<file path="src/rtl/pcie_dllp_tx.sv">
// DLLP transmit generator: arbitrates NAK > ACK > PM and streams type, 3 content bytes, CRC-16.
// Latency: request sampled in IDLE at edge N -> grant pulse and first beat (tx_sop) in cycle N+1.
// Backpressure: beat index advances only on tx_valid && tx_ready; beat outputs hold while stalled.
// Optional SDP/END framing (L = 8 bytes instead of 6) is enabled by defining PCIE_DLLP_FRAMING_EN.
module pcie_dllp_tx #(
    parameter int LANE_BYTES = 2,
    parameter int SEQ_W      = 12
) (
    input  logic                    clk,
    input  logic                    rst,
    input  logic                    nak_req,
    input  logic [SEQ_W-1:0]        nak_seq,
    input  logic                    ack_req,
    input  logic [SEQ_W-1:0]        ack_seq,
    input  logic                    pm_req,
    input  logic [7:0]              pm_type,
    output logic                    nak_gnt,
    output logic                    ack_gnt,
    output logic                    pm_gnt,
    output logic [8*LANE_BYTES-1:0] tx_data,
    output logic [LANE_BYTES-1:0]   tx_k,
    output logic [LANE_BYTES-1:0]   tx_be,
    output logic                    tx_valid,
    input  logic                    tx_ready,
    output logic                    tx_sop,
    output logic                    tx_eop,
    output logic                    busy
);

`ifdef PCIE_DLLP_FRAMING_EN
    localparam int PKT_LEN = 8;
`else
    localparam int PKT_LEN = 6;
`endif
    localparam int         NUM_BEATS = (PKT_LEN + LANE_BYTES - 1) / LANE_BYTES;
    localparam logic [2:0] LAST_BEAT = 3'(NUM_BEATS - 1);

    localparam logic [7:0]  TYPE_ACK = 8'h00;
    localparam logic [7:0]  TYPE_NAK = 8'h10;
    localparam logic [7:0]  SYM_SDP  = 8'h5C;
    localparam logic [7:0]  SYM_END  = 8'hFD;
    localparam logic [15:0] CRC_POLY = 16'h100B;
    localparam logic [15:0] CRC_SEED = 16'hFFFF;

    // Reject unsupported lane and sequence widths at elaboration.
    generate
        if (!(LANE_BYTES == 1 || LANE_BYTES == 2 || LANE_BYTES == 4)) begin : g_bad_lane
            $error("pcie_dllp_tx: LANE_BYTES must be 1, 2 or 4");
        end
        if (SEQ_W < 1 || SEQ_W > 12) begin : g_bad_seq
            $error("pcie_dllp_tx: SEQ_W must be in 1..12");
        end
    endgenerate

    typedef enum logic {
        IDLE = 1'b0,
        SEND = 1'b1
    } state_t;

    state_t      state_q, state_d;
    logic [2:0]  beat_q, beat_d;
    logic        arb_nak, arb_ack, arb_pm;
    logic        start;
    logic [11:0] nak_seq12, ack_seq12;
    logic [31:0] hdr_d, hdr_q;
    logic [15:0] crc_q;
    logic [63:0] pkt_bytes;
    logic [7:0]  pkt_k;
    logic [5:0]  idx;

    // CRC-16 over the 4 header bytes, MSB of byte 0 first, complemented for transmission.
    function automatic logic [15:0] crc16_hdr(input logic [31:0] hdr);
        logic [15:0] c;
        logic        fb;
        c = CRC_SEED;
        for (int b = 31; b >= 0; b--) begin
            fb = c[15] ^ hdr[b];
            c  = {c[14:0], 1'b0};
            if (fb) begin
                c = c ^ CRC_POLY;
            end
        end
        return ~c;
    endfunction

    // Zero-extend the sequence numbers to the 12-bit content field.
    always_comb begin
        nak_seq12              = '0;
        ack_seq12              = '0;
        nak_seq12[SEQ_W-1:0]   = nak_seq;
        ack_seq12[SEQ_W-1:0]   = ack_seq;
    end

    // Next-state, priority arbitration and beat counter; requests are only looked at in IDLE.
    always_comb begin
        state_d = state_q;
        beat_d  = beat_q;
        arb_nak = 1'b0;
        arb_ack = 1'b0;
        arb_pm  = 1'b0;
        case (state_q)
            IDLE: begin
                beat_d = 3'd0;
                if (nak_req) begin
                    arb_nak = 1'b1;
                end else if (ack_req) begin
                    arb_ack = 1'b1;
                end else if (pm_req) begin
                    arb_pm = 1'b1;
                end
                if (nak_req || ack_req || pm_req) begin
                    state_d = SEND;
                end
            end
            SEND: begin
                if (tx_ready) begin
                    if (beat_q == LAST_BEAT) begin
                        beat_d  = 3'd0;
                        state_d = IDLE;
                    end else begin
                        beat_d = beat_q + 3'd1;
                    end
                end
            end
            default: begin
                state_d = IDLE;
                beat_d  = 3'd0;
            end
        endcase
    end

    assign start = arb_nak || arb_ack || arb_pm;

    // Header of the arbitration winner: type byte first, then the three content bytes.
    always_comb begin
        hdr_d = '0;
        if (arb_nak) begin
            hdr_d = {TYPE_NAK, 8'h00, 4'h0, nak_seq12[11:8], nak_seq12[7:0]};
        end else if (arb_ack) begin
            hdr_d = {TYPE_ACK, 8'h00, 4'h0, ack_seq12[11:8], ack_seq12[7:0]};
        end else if (arb_pm) begin
            hdr_d = {pm_type, 24'h000000};
        end
    end

    // FSM state and beat index register.
    always_ff @(posedge clk or posedge rst) begin
        if (rst) begin
            state_q <= IDLE;
            beat_q  <= 3'd0;
        end else begin
            state_q <= state_d;
            beat_q  <= beat_d;
        end
    end

    // Latch the winning header and its CRC when the packet starts; hold them for the whole packet.
    always_ff @(posedge clk or posedge rst) begin
        if (rst) begin
            hdr_q <= '0;
            crc_q <= '0;
        end else if (start) begin
            hdr_q <= hdr_d;
            crc_q <= crc16_hdr(hdr_d);
        end
    end

    // One-cycle grant pulses, coincident with the first beat of the granted packet.
    always_ff @(posedge clk or posedge rst) begin
        if (rst) begin
            nak_gnt <= 1'b0;
            ack_gnt <= 1'b0;
            pm_gnt  <= 1'b0;
        end else begin
            nak_gnt <= arb_nak;
            ack_gnt <= arb_ack;
            pm_gnt  <= arb_pm;
        end
    end

    // Lay the packet out as a byte stream; byte j sits on bits [8j+7:8j], byte 0 sent first.
    always_comb begin
        pkt_bytes = '0;
        pkt_k     = '0;
`ifdef PCIE_DLLP_FRAMING_EN
        pkt_bytes = {SYM_END, crc_q[7:0], crc_q[15:8],
                     hdr_q[7:0], hdr_q[15:8], hdr_q[23:16], hdr_q[31:24], SYM_SDP};
        pkt_k     = 8'b1000_0001;
`else
        pkt_bytes = {16'h0000, crc_q[7:0], crc_q[15:8],
                     hdr_q[7:0], hdr_q[15:8], hdr_q[23:16], hdr_q[31:24]};
`endif
    end

    // Map the current beat onto the lanes; lanes past the packet end carry 0 with tx_be low.
    always_comb begin
        tx_data = '0;
        tx_k    = '0;
        tx_be   = '0;
        idx     = '0;
        for (int i = 0; i < LANE_BYTES; i++) begin
            idx = {3'b000, beat_q} * 6'(LANE_BYTES) + 6'(i);
            if (state_q == SEND && idx < 6'(PKT_LEN)) begin
                tx_data[8*i +: 8] = pkt_bytes[{idx[2:0], 3'b000} +: 8];
                tx_k[i]           = pkt_k[idx[2:0]];
                tx_be[i]          = 1'b1;
            end
        end
    end

    // Beat qualifiers derive from registered state only, so they drop with reset and hold under stall.
    assign tx_valid = (state_q == SEND);
    assign tx_sop   = tx_valid && (beat_q == 3'd0);
    assign tx_eop   = tx_valid && (beat_q == LAST_BEAT);
    assign busy     = (state_q != IDLE);

endmodule
</file>
<file path="config.mk">
export PLATFORM = sky130hd
export DESIGN_NAME = pcie_dllp_tx
export DESIGN_NICKNAME = d
export VERILOG_FILES = /design/src/rtl/pcie_dllp_tx.sv
export SDC_FILE = /design/constraint.sdc
export NUM_CORES = 1
export LEC_CHECK = 0
export BUFFER_PORTS_ARGS = -buffer_cell sky130_fd_sc_hd__buf_2
export CAP_MARGIN = 40
export CORE_MARGIN = 4
export CORE_UTILIZATION = 60
export DETAILED_ROUTE_END_ITERATION = 8
export PLACE_DENSITY = 0.95
export SKIP_CTS_REPAIR_TIMING = 1
export SLEW_MARGIN = 10
export SYNTH_ARGS = -nofsm -noshare
export SYNTH_HDL_FRONTEND = slang
export SYNTH_SLANG_ARGS = --single-unit
</file>
<file path="constraint.sdc">
create_clock -name clk -period 6.3 [get_ports clk]
set_clock_uncertainty 0.05 [all_clocks]
set_input_delay 0.945 -clock clk [delete_from_list [all_inputs] [get_ports clk]]
set_output_delay 0.945 -clock clk [all_outputs]
set_load 0.05 [all_outputs]
</file>
==> results.ini <==
[global_routing]
grt_pass1_vias=2674
grt_pass1_wl_mm=12.6
antenna_found_initial=0
grt_max_degree=44
overflow=0
globalRouteTotalUtil_pct=25.3

[critical_path]
cp_max_fo=31
cp-endpoint=crc_q[3]
required_ps=6430
r2r_end=crc_q[3]
r2r.worst_path.cells=9
r2r_start=busy
worstSetupEndpointType=flop
criticalPathCategory=in2reg
cp.arrival_ps=3780
crit_start=nak_req
reg2reg_slack_ps=2950
cp-start-kind=primary input

[routing]
m1WireLength_mm=3.15
totalWireLength_mm=7.62
top_layer=met4
via_count=2652
dr.pass1.iters=5
route.met2.wl_mm=3.64
routedWlPerCell_um=16.6
drcViolationCount=0
routed_via_density=5.79
dr.first_iter.drc_count=201
met3_length_um=632
antenna_left=0

[floorplanning]
num_rows=26
die-height_um=80.9
ios=65
start_util_pct=62.0
dieArea_um2=6540
fp.dieW_um=80.9
core_area_um2=5140

[clocking]
cts_root_buf=clkbuf_8
clk_latency_ps=290
ctsHtreeMaxLevel=2
cts_tree=yes
numCtsBuffers=5
cts.sinks=43
cts.path.max_buffers=2
clk_pin_slew_ps=80

[logic_synthesis]
synth_area_leader_cell=dfrtp_1
async_flop_share_pct=100
synth_area_per_cell_um2=9.29
yosysWarnings=0
netlist_area_um2=3190
ys.flop_type=dfrtp_1
ys_types=50
seq_area_frac_synth_pct=33.8
netlist_instances=343
synthDominantCellAreaShare_pct=33.8
synth_area_leaders=dfrtp_1 34%, xnor2_1 10%, nor2_1 5.3%, xnor3_1 4.9%, xor2_1 4.9%
synth_seq_cells=43
synth_edf_count=0

[finish]
multiInputGateArea_um2=1940
area.growth.synth_to_final_pct=11.9
final_core_util_pct=69.3
nFillCells=412
final_cell_mix=62 x buf_2, 45 x nor2_1, 43 x dfrtp_1
ff_latch_area_um2=1080
num_antenna_cells=0
finalNetCount=427
final_common_cell=buf_2
drive_above_1_share_pct=20.9
stdcell_area_um2=3560

[timing]
worst_pin_slew_ps=865
slew_viol_final=0
setup_viol=0
relSlewSlack_pct=42.2
setup_tns_ps=0
post-route-min-period_ps=3650
rsz0062_at_grt=false
whs_ps=433
max_freq_ghz=0.274
finalCritPeriodShare_pct=57.9
finalHoldViolCount=0

[placed_design]
hpwl_mm=5.80
routabilityCongestion=0.903
port_buffers=62
dpl_cell_area_um2=3480

[run_status]
outcome=finished, final reports clean

[hold_path]
hold_path_class=reg2reg

[power]
p_leak_nw=1.75
finalPower_mw=1.67
ir_drop_mv=0.273
p_per_area_nw_per_um2=469

[run]
drv_cap=0

[cells by family after synthesis]
logic type               after synthesis  share of synthesized area (%)
flip-flops                            43                           33.8
XOR/XNOR                              67                           23.5
AND/OR/NAND/NOR                      104                           15.4
AO/OA/AOI/OAI                         81                           18.0
adder cells (fa/ha/maj)                1                          0.393
multiplexers                          11                           3.61
buffers and inverters                 35                           5.30
other                                  1                          0.118
[power breakdown]
group	internal [mW]	switching [mW]	leakage, nW
Sequential	0.384	0.0847	0.537
Combinational	0.392	0.635	1.16
Clock	0.0860	0.0900	0.0470
Total	0.861	0.810	1.75
[layout make-up]
cell class / instances / share of cell area, %
clock buffers: 6 / 2.32
clock inverters: 1 / 0.140
inverters: 8 / 1.19
multi-input cells: 266 / 54.6
flip-flops and latches: 43 / 30.2
well taps: 70 / 2.46
repair buffers: 64 / 9.13
[critical path, stage by stage]
cell and delay, ps:
buf_2 240, or4b_1 760, clkinv_8 180, a21oi_4 70
a211oi_4 400, xor3_2 580, xor2_4 280, nand2_2 60
mux2_4 250
[per-layer routing]
layer	global-route usage, %	vias to the layer above
met2	42.4	116
met3	4.66	16
li1	-	1256
met1	32.6	1264
met5	0	-
met4	9.46	0
[metrics by stage]
stage / setup WS (ps) / cells
6_report: 2650 / 458
5_1_grt: 2470 / 458
4_1_cts: 2660 / 458
3_5_place_dp: 2340 / 451
3_3_place_gp: 2430 / 451
2_1_floorplan: 2630 / 344
[cells in the mapped netlist (all sizes together), types with 3 or more instances]
| master | instances |
|---|---|
| buf | 14 |
| mux2i | 10 |
| nand2 | 26 |
| a21oi | 24 |
| xnor3 | 7 |
| a22o | 7 |
| a211oi | 3 |
| a21o | 12 |
| nor2b | 6 |
| inv | 7 |
| nor3 | 4 |
| xnor2 | 38 |
| xor3 | 3 |
| a22oi | 12 |
| clkbuf | 13 |
| o21ai | 8 |
| dfrtp | 43 |
| nor2 | 45 |
| xor2 | 19 |
| a221o | 3 |
| nand2b | 4 |
| nand3b | 9 |
[sequential cells by signal, indices dropped and copies added (netlist names)]
name	count
ack_gnt	1
beat_q	3
busy	1
crc_q	16
hdr_q	20
nak_gnt	1
pm_gnt	1
[how the worst min path moves through the flow]
stage	depth (start not counted)	start	slack [ps]	endpoint
after floorplan	2	crc_q[9]	390	crc_q[9]
after global placement	2	crc_q[9]	400	crc_q[9]
after detailed placement	1	hdr_q[10]	420	hdr_q[10]
after CTS	1	hdr_q[10]	430	hdr_q[10]
after global routing	1	hdr_q[2]	450	hdr_q[2]
final	2	crc_q[0]	430	crc_q[0]
No activity file was read; power rests on OpenSTA's default activity.
